==> config.mk <==
export PLATFORM = sky130hd
export DESIGN_NAME = scaler_pipe
export DESIGN_NICKNAME = d
export VERILOG_FILES = /design/src/rtl/scaler_pipe_pkg.sv /design/src/rtl/scaler_term_sel.sv /design/src/rtl/scaler_pipe.sv
export SDC_FILE = /design/constraint.sdc
export NUM_CORES = 1
export LEC_CHECK = 0
export ABC_AREA = 1
export BUFFER_PORTS_ARGS = -buffer_cell sky130_fd_sc_hd__buf_2
export CELL_PAD_IN_SITES_DETAIL_PLACEMENT = 0
export CELL_PAD_IN_SITES_GLOBAL_PLACEMENT = 1
export CORE_MARGIN = 2
export CORE_UTILIZATION = 43
export CTS_BUF_LIST = sky130_fd_sc_hd__clkbuf_4 sky130_fd_sc_hd__clkbuf_8 sky130_fd_sc_hd__clkbuf_16
export DETAILED_ROUTE_END_ITERATION = 16
export PLACE_DENSITY = 0.74
export SETUP_SLACK_MARGIN = 0.5
export SLEW_MARGIN = 0
export SYNTH_ARGS = -nofsm -noshare
export SYNTH_HDL_FRONTEND = slang
export SYNTH_SLANG_ARGS = --single-unit
==> constraint.sdc <==
create_clock -name clk -period 4.55 [get_ports clk]
set_input_delay 0.455 -clock clk [delete_from_list [all_inputs] [get_ports clk]]
set_output_delay 0.455 -clock clk [all_outputs]
set_load 0.01 [all_outputs]
==> src/rtl/scaler_pipe_pkg.sv <==
// Shared constants for the CORDIC gain-compensation scaler.
package scaler_pipe_pkg;

  // Per-sample mode codes; any other code passes the sample through.
  localparam logic [1:0] MODE_CIRCULAR   = 2'b01;
  localparam logic [1:0] MODE_HYPERBOLIC = 2'b10;

  localparam int NUM_TERMS      = 9;
  localparam int SCALER_LATENCY = 3;

  // Shift lists: gain = sum of 2^-shift over the list (shift 0 = the sample itself).
  localparam int KC_SHIFTS [NUM_TERMS] = '{1, 4, 5, 7, 8, 10, 11, 12, 13};
  localparam int KH_SHIFTS [NUM_TERMS] = '{0, 3, 4, 6, 8, 12, 13, 14, 15};

  typedef enum logic [1:0] {
    SET_PASS = 2'd0,
    SET_CIRC = 2'd1,
    SET_HYP  = 2'd2
  } term_set_e;

  function automatic term_set_e decode_mode(input logic [1:0] m);
    case (m)
      MODE_CIRCULAR:   return SET_CIRC;
      MODE_HYPERBOLIC: return SET_HYP;
      default:         return SET_PASS;
    endcase
  endfunction

endpackage

==> src/rtl/scaler_term_sel.sv <==
// Combinational term generator: mode + sample -> nine sign-extended shifted terms.
// Unused terms are zero so the adder tree is the same for every mode.
module scaler_term_sel
  import scaler_pipe_pkg::*;
#(
  parameter int WIDTH = 32
) (
  input  logic        [1:0]                      mode,
  input  logic signed [WIDTH-1:0]                number,
  output logic        [NUM_TERMS-1:0][WIDTH+1:0] terms
);

  logic signed [WIDTH+1:0] ext;
  term_set_e               term_set;

  // Extending before the shift gives the same bits as shift-truncate-then-extend.
  assign ext      = {{2{number[WIDTH-1]}}, number};
  assign term_set = decode_mode(mode);

  // Select each term from the shift list for the sample's mode.
  always_comb begin
    terms = '0;
    for (int i = 0; i < NUM_TERMS; i++) begin
      case (term_set)
        SET_CIRC: terms[i] = ext >>> KC_SHIFTS[i];
        SET_HYP:  terms[i] = ext >>> KH_SHIFTS[i];
        default:  if (i == 0) terms[i] = ext;
      endcase
    end
  end

endmodule

==> src/rtl/scaler_pipe.sv <==
// Three-stage pipelined CORDIC gain-compensation scaler with valid/ready
// flow control, per-sample mode/tag and saturating (or wrapping) output.
module scaler_pipe
  import scaler_pipe_pkg::*;
#(
  parameter int WIDTH    = 32,
  parameter int TAG_W    = 4,
  parameter bit SATURATE = 1'b1
) (
  input  logic                    clk,
  input  logic                    rst,
  input  logic                    in_valid,
  output logic                    in_ready,
  input  logic signed [WIDTH-1:0] number,
  input  logic        [1:0]       mode,
  input  logic        [TAG_W-1:0] in_tag,
  output logic                    out_valid,
  input  logic                    out_ready,
  output logic        [WIDTH-1:0] answer,
  output logic        [TAG_W-1:0] out_tag,
  output logic                    ovf
);

  localparam int EW = WIDTH + 2;
  localparam logic signed [EW-1:0] MAX_V = $signed({3'b000, {(WIDTH-1){1'b1}}});
  localparam logic signed [EW-1:0] MIN_V = $signed({3'b111, {(WIDTH-1){1'b0}}});

  logic [NUM_TERMS-1:0][EW-1:0] terms;
  logic [SCALER_LATENCY:1]      vld_pipe;
  logic [SCALER_LATENCY:1]      en;

  logic signed [EW-1:0]    s1_pair [4];
  logic signed [EW-1:0]    s1_single;
  logic        [TAG_W-1:0] s1_tag;
  logic signed [EW-1:0]    s2_sum [2];
  logic signed [EW-1:0]    s2_single;
  logic        [TAG_W-1:0] s2_tag;

  logic signed [EW-1:0]    final_sum;
  logic                    hi, lo;
  logic        [WIDTH-1:0] result;

  scaler_term_sel #(.WIDTH(WIDTH)) u_term_sel (
    .mode   (mode),
    .number (number),
    .terms  (terms)
  );

  // A stage loads when it is empty or its successor is taking its contents.
  assign en[3]     = !vld_pipe[3] || out_ready;
  assign en[2]     = !vld_pipe[2] || en[3];
  assign en[1]     = !vld_pipe[1] || en[2];
  assign in_ready  = en[1];
  assign out_valid = vld_pipe[3];

  // Valid shift register; each bit advances only when its stage is enabled.
  always_ff @(posedge clk) begin
    if (rst) begin
      vld_pipe <= '0;
    end else begin
      if (en[1]) vld_pipe[1] <= in_valid;
      if (en[2]) vld_pipe[2] <= vld_pipe[1];
      if (en[3]) vld_pipe[3] <= vld_pipe[2];
    end
  end

  // S1: four pair sums plus the odd ninth term.
  always_ff @(posedge clk) begin
    if (rst) begin
      for (int k = 0; k < 4; k++) s1_pair[k] <= '0;
      s1_single <= '0;
      s1_tag    <= '0;
    end else if (en[1] && in_valid) begin
      for (int k = 0; k < 4; k++)
        s1_pair[k] <= $signed(terms[2*k]) + $signed(terms[2*k+1]);
      s1_single <= $signed(terms[8]);
      s1_tag    <= in_tag;
    end
  end

  // S2: reduce to two sums, carry the single term forward.
  always_ff @(posedge clk) begin
    if (rst) begin
      s2_sum[0] <= '0;
      s2_sum[1] <= '0;
      s2_single <= '0;
      s2_tag    <= '0;
    end else if (en[2] && vld_pipe[1]) begin
      s2_sum[0] <= s1_pair[0] + s1_pair[1];
      s2_sum[1] <= s1_pair[2] + s1_pair[3];
      s2_single <= s1_single;
      s2_tag    <= s1_tag;
    end
  end

  // Final sum and range check; the two guard bits hold any hyperbolic overshoot.
  always_comb begin
    final_sum = s2_sum[0] + s2_sum[1] + s2_single;
    hi        = final_sum > MAX_V;
    lo        = final_sum < MIN_V;
    result    = final_sum[WIDTH-1:0];
    if (SATURATE) begin
      if (hi)      result = MAX_V[WIDTH-1:0];
      else if (lo) result = MIN_V[WIDTH-1:0];
    end
  end

  // S3: output register; holds while downstream stalls.
  always_ff @(posedge clk) begin
    if (rst) begin
      answer  <= '0;
      out_tag <= '0;
      ovf     <= 1'b0;
    end else if (en[3] && vld_pipe[2]) begin
      answer  <= result;
      out_tag <= s2_tag;
      ovf     <= hi || lo;
    end
  end

endmodule

==> summary.md <==
| Metric | Value |
|---|---|
| Run status | `finished, final reports clean` |
| Fmax | `278 MHz` |
| Synth Flop Type | `edfxtp_1` |
| Setup bufs post-CTS | `0` |
| H-tree depth | `2` |
| Initial antenna violation count | `1` |
| Clock buffer depth | `3` |
| Worst-Margin Slew | `0.863 ns` |
| Chip height | `233 um` |
| Ant diodes | `0` |
| CP Data Arrival Time | `3.97 ns` |
| Via-to-Cell Ratio | `5.47` |
| Layout cell share with drive strength beyond 1 | `8.46%` |
| WL/cell | `19.9 um` |
| Slowest cell delay on critical path | `0.42 ns` |
| I/O pin cnt | `81` |
| Yosys cell types | `55` |
| Mux share of post-synthesis cell area | `0.0498%` |
| Drt drc | `0` |
| Clk sinks | `272` |
| Die area | `0.0544 mm^2` |
| Largest family of logic cells by synthesized area | `simple AND/OR/NAND/NOR gates` |
| Synth Net Count | `3,377` |
| Adder-Cell Fraction of Synth Area | `14.8%` |
| First-pass GRT wire length | `117,000 um` |
| Top-area cell type share of the netlist area | `24.7%` |
| Synth Area in Simple Gates | `22.5%` |
| Post-CTS sizing | `0` |
| Total congestion overflow | `0` |
| Synth Register Bits | `272` |
| Initial Utilization | `43.3%` |
| Critical path's top delay family | `compound AO/OA/AOI/OAI gates` |
| Synthesized cell area | `0.0226 mm^2` |
| Overall global routing resource usage | `28.5%` |
| RSZ-0062 raised after global routing | `no` |
| Critical Path Start Type | `input pin` |
| Peak VDD IR | `0.221 mV` |
| Row count | `84` |
| Min-delay worst type | `input pin to flop` |
| Final worst path period share | `78.9%` |
| Reg area | `0.00731 mm^2` |
| Most used cell, CP | `a21oi_1` |
| Multi-input logic area | `0.0135 mm^2` |
| Min Tclk post-route | `3.59 ns` |
| Synth Instances | `3,092` |
| Num CTS Buffers | `34` |
| Average size of a mapped cell | `7.31 um^2` |
| Hold Buf Count CTS | `0` |
| DRT Wirelength | `77,500 um` |
| Worst setup margin | `0.958 ns` |
| DR vias | `21,362` |
| Post-layout util | `48.2%` |
| Synth top area cells | `edfxtp_1 (25%), ha_1 (11%), nand2_1 (11%)` |
| Drt pass-1 iters | `6` |
| Number of synthesized flops with an enable pin | `186` |
| Area growth, synth to finish | `11.4%` |
| Core Footprint | `0.0522 mm^2` |
| Hold Fails Final Rpt | `0` |
| P_leak | `0.0117 uW` |
| Largest net degree at the start of global routing | `66` |
| CP max stage cell | `a21oi_1` |
| Slew Limit Fails | `0` |
| Number of global-route vias before repair | `20,261` |
| CP Buf/Inv Count | `4` |
| Die Width | `233 um` |
| Synth area leader | `edfxtp_1` |
| Setup CP Type | `input pin to flop` |
| Post-layout nets | `3,476` |
| Post-DP HPWL | `63,900 um` |
| Crit path capture type | `flop` |
| MaxCap Viol Count | `0` |
| Number of port buffers | `80` |
| GP Congestion | `0.996` |
| Setup TNS | `0 ns` |
| Clk_lat worst skew | `0.55 ns` |
| Synth warn | `0` |
| Max_slew headroom | `41.9%` |
| Filler cell count in the final layout | `5,221` |
| Post-route ant nets | `0` |
| Number of DRC markers in iteration 0 | `1,772` |
| Setup-failing EPs final | `0` |
| Clock skew | `0.0239 ns` |
| Sequential fraction of the synthesis area | `32.3%` |
| CP max FO | `25` |
| CTS tree | `done` |
| Placement Setup Slack | `0.566 ns` |
| Async SR Flop Fraction | `0%` |
| Worst path required time | `4.93 ns` |
| Complex-gate fraction of the synthesized area | `21.2%` |
| PwrDens | `315 mW/mm^2` |
| Post-Synth XOR/XNOR Area | `1.20%` |
| Crit path cell chain | `buf_2 -> inv_1 -> ha_1 -> buf_4 -> nand2_1 -> a21oi_1 -> ha_1 -> a21oi_1 -> nand2_1 -> a21oi_2 -> o21ai_2 -> a21boi_0 -> inv_1 -> a21oi_1 -> o21ai_0 -> a21oi_1` |
| Clock transition at path regs | `0.06 ns` |
| CTS root buffer | `clkbuf_16` |
==> state kept, by name, summed over array words and instances (netlist names) <==
name / cells
out_tag: 4
s1_pair: 118
s2_single: 19
ovf: 1
vld_pipe: 3
answer: 32
s1_single: 19
s2_sum: 68
s1_tag: 4
s2_tag: 4
==> worst paths after layout <==
kind                         startpoint                           end  slack, ns  cells after the start
max                             mode[1]  s1_pair[0][25]$_SDFFCE_PN0P_       0.96                     16
min                           in_tag[3]        s1_tag[3]$_SDFFE_PP0P_       0.11                      3
max reg2reg  s2_single[32]$_SDFFE_PP0P_        answer[3]$_SDFFE_PP0P_       1.21                     17
min reg2reg      s2_tag[1]$_SDFFE_PP0P_       out_tag[1]$_SDFFE_PP0P_       0.46                      2
==> per-stage QoR <==
step / hold slack (ns) / cells / power (uW) / area [um^2]
final: 0.112 / 3904 / 7920 / 25200
after global routing: 0.113 / 3904 / 8330 / 25200
after CTS: 0.0804 / 3904 / 7960 / 25200
after detailed placement: 0.454 / 3843 / 5020 / 24000
after global placement: 0.444 / 3843 / 5010 / 24000
after floorplan: 0.431 / 3092 / 4350 / 22600
==> worst min-delay path, cell delays in order <==
cell	delay, ns
buf_2	0.07
nand2_1	0.04
o21ai_0	0.05
==> layout make-up <==
type	count	area share, %
clock buffers	46	3.99
clock inverters	15	0.835
inverters	398	5.94
multi-input cells	2360	53.8
flip-flops and latches	272	29.0
well taps	688	3.42
repair buffers	125	3.03
==> synthesized netlist by cell type, types with 2 or more instances <==
cell type  instances
xnor2_1            9
nand2_8            2
buf_2              3
a21oi_1          432
nor2_2             2
clkinv_1           2
nand3_2            5
edfxtp_1         186
dfxtp_1           86
a211oi_1           9
o311ai_0           3
nand2_4            4
nor3b_1            2
a21boi_0           7
nand4_1           28
o21ai_0          266
nor3_1            37
nor2_1           295
clkbuf_1          46
nand3b_1           2
nand3_1          121
nand2_1          662
o211ai_1           7
or2_2             24
o221ai_1           6
ha_1             203
a31oi_1            9
nand2_2           18
o22ai_1            6
o21ai_1            2
a21o_1            25
xor2_1            22
inv_2              7
inv_1            388
fa_1              40
a221oi_1           8
buf_1              7
nor4_1            10
o21bai_1          33
nor3_2             2
o21a_1            36
a21oi_2           14
buf_6              3
buf_4              2
==> kinds of logic after synthesis <==
family | Yosys count
AOI/OAI and AO/OA | 869
xor gates and xnor gates | 31
adders and majority gates | 243
buffers and inverters | 460
DFF | 272
muxes | 1
and+or+nand+nor | 1216
==> metal layers <==
layer	vias to the layer above	GRT usage [%]	routed length (um)
li1	10731	-	-
met1	9915	38.6	35300
met3	108	2.59	3670
met2	608	47.6	35900
met5	-	0	0
met4	0	9.57	2630
==> power by group <==
part | switching (uW) | leakage (uW) | internal, uW
Sequential | 98.3 | 0.00272 | 2840
Clock | 1130 | 0.000598 | 1800
Combinational | 1420 | 0.00837 | 640
==> layout by cell type (no fill, tap or decap), types with 5 or more instances in the layout <==
cell type	netlist	final
o211ai_1	7	7
a211oi_1	9	9
nand2_4	4	5
o21a_1	36	36
clkbuf_16	0	37
o21ai_0	266	266
ha_1	203	202
o221ai_1	6	6
nand2_1	662	660
nand3_2	5	5
dfxtp_1	86	86
inv_2	7	8
inv_1	388	386
nor3_1	37	37
a21boi_0	7	7
o22ai_1	6	6
nand2_2	18	19
o21bai_1	33	33
nand4_1	28	28
a221oi_1	8	8
nor2_1	295	294
a21o_1	25	25
buf_2	3	80
clkbuf_4	0	7
buf_4	2	43
xnor2_1	9	9
fa_1	40	40
or2_2	24	24
edfxtp_1	186	186
a21oi_1	432	432
a21oi_2	14	14
a31oi_1	9	9
nand3_1	121	121
xor2_1	22	22
nor4_1	10	10
Note: power is estimated with default switching activity, not from simulation.
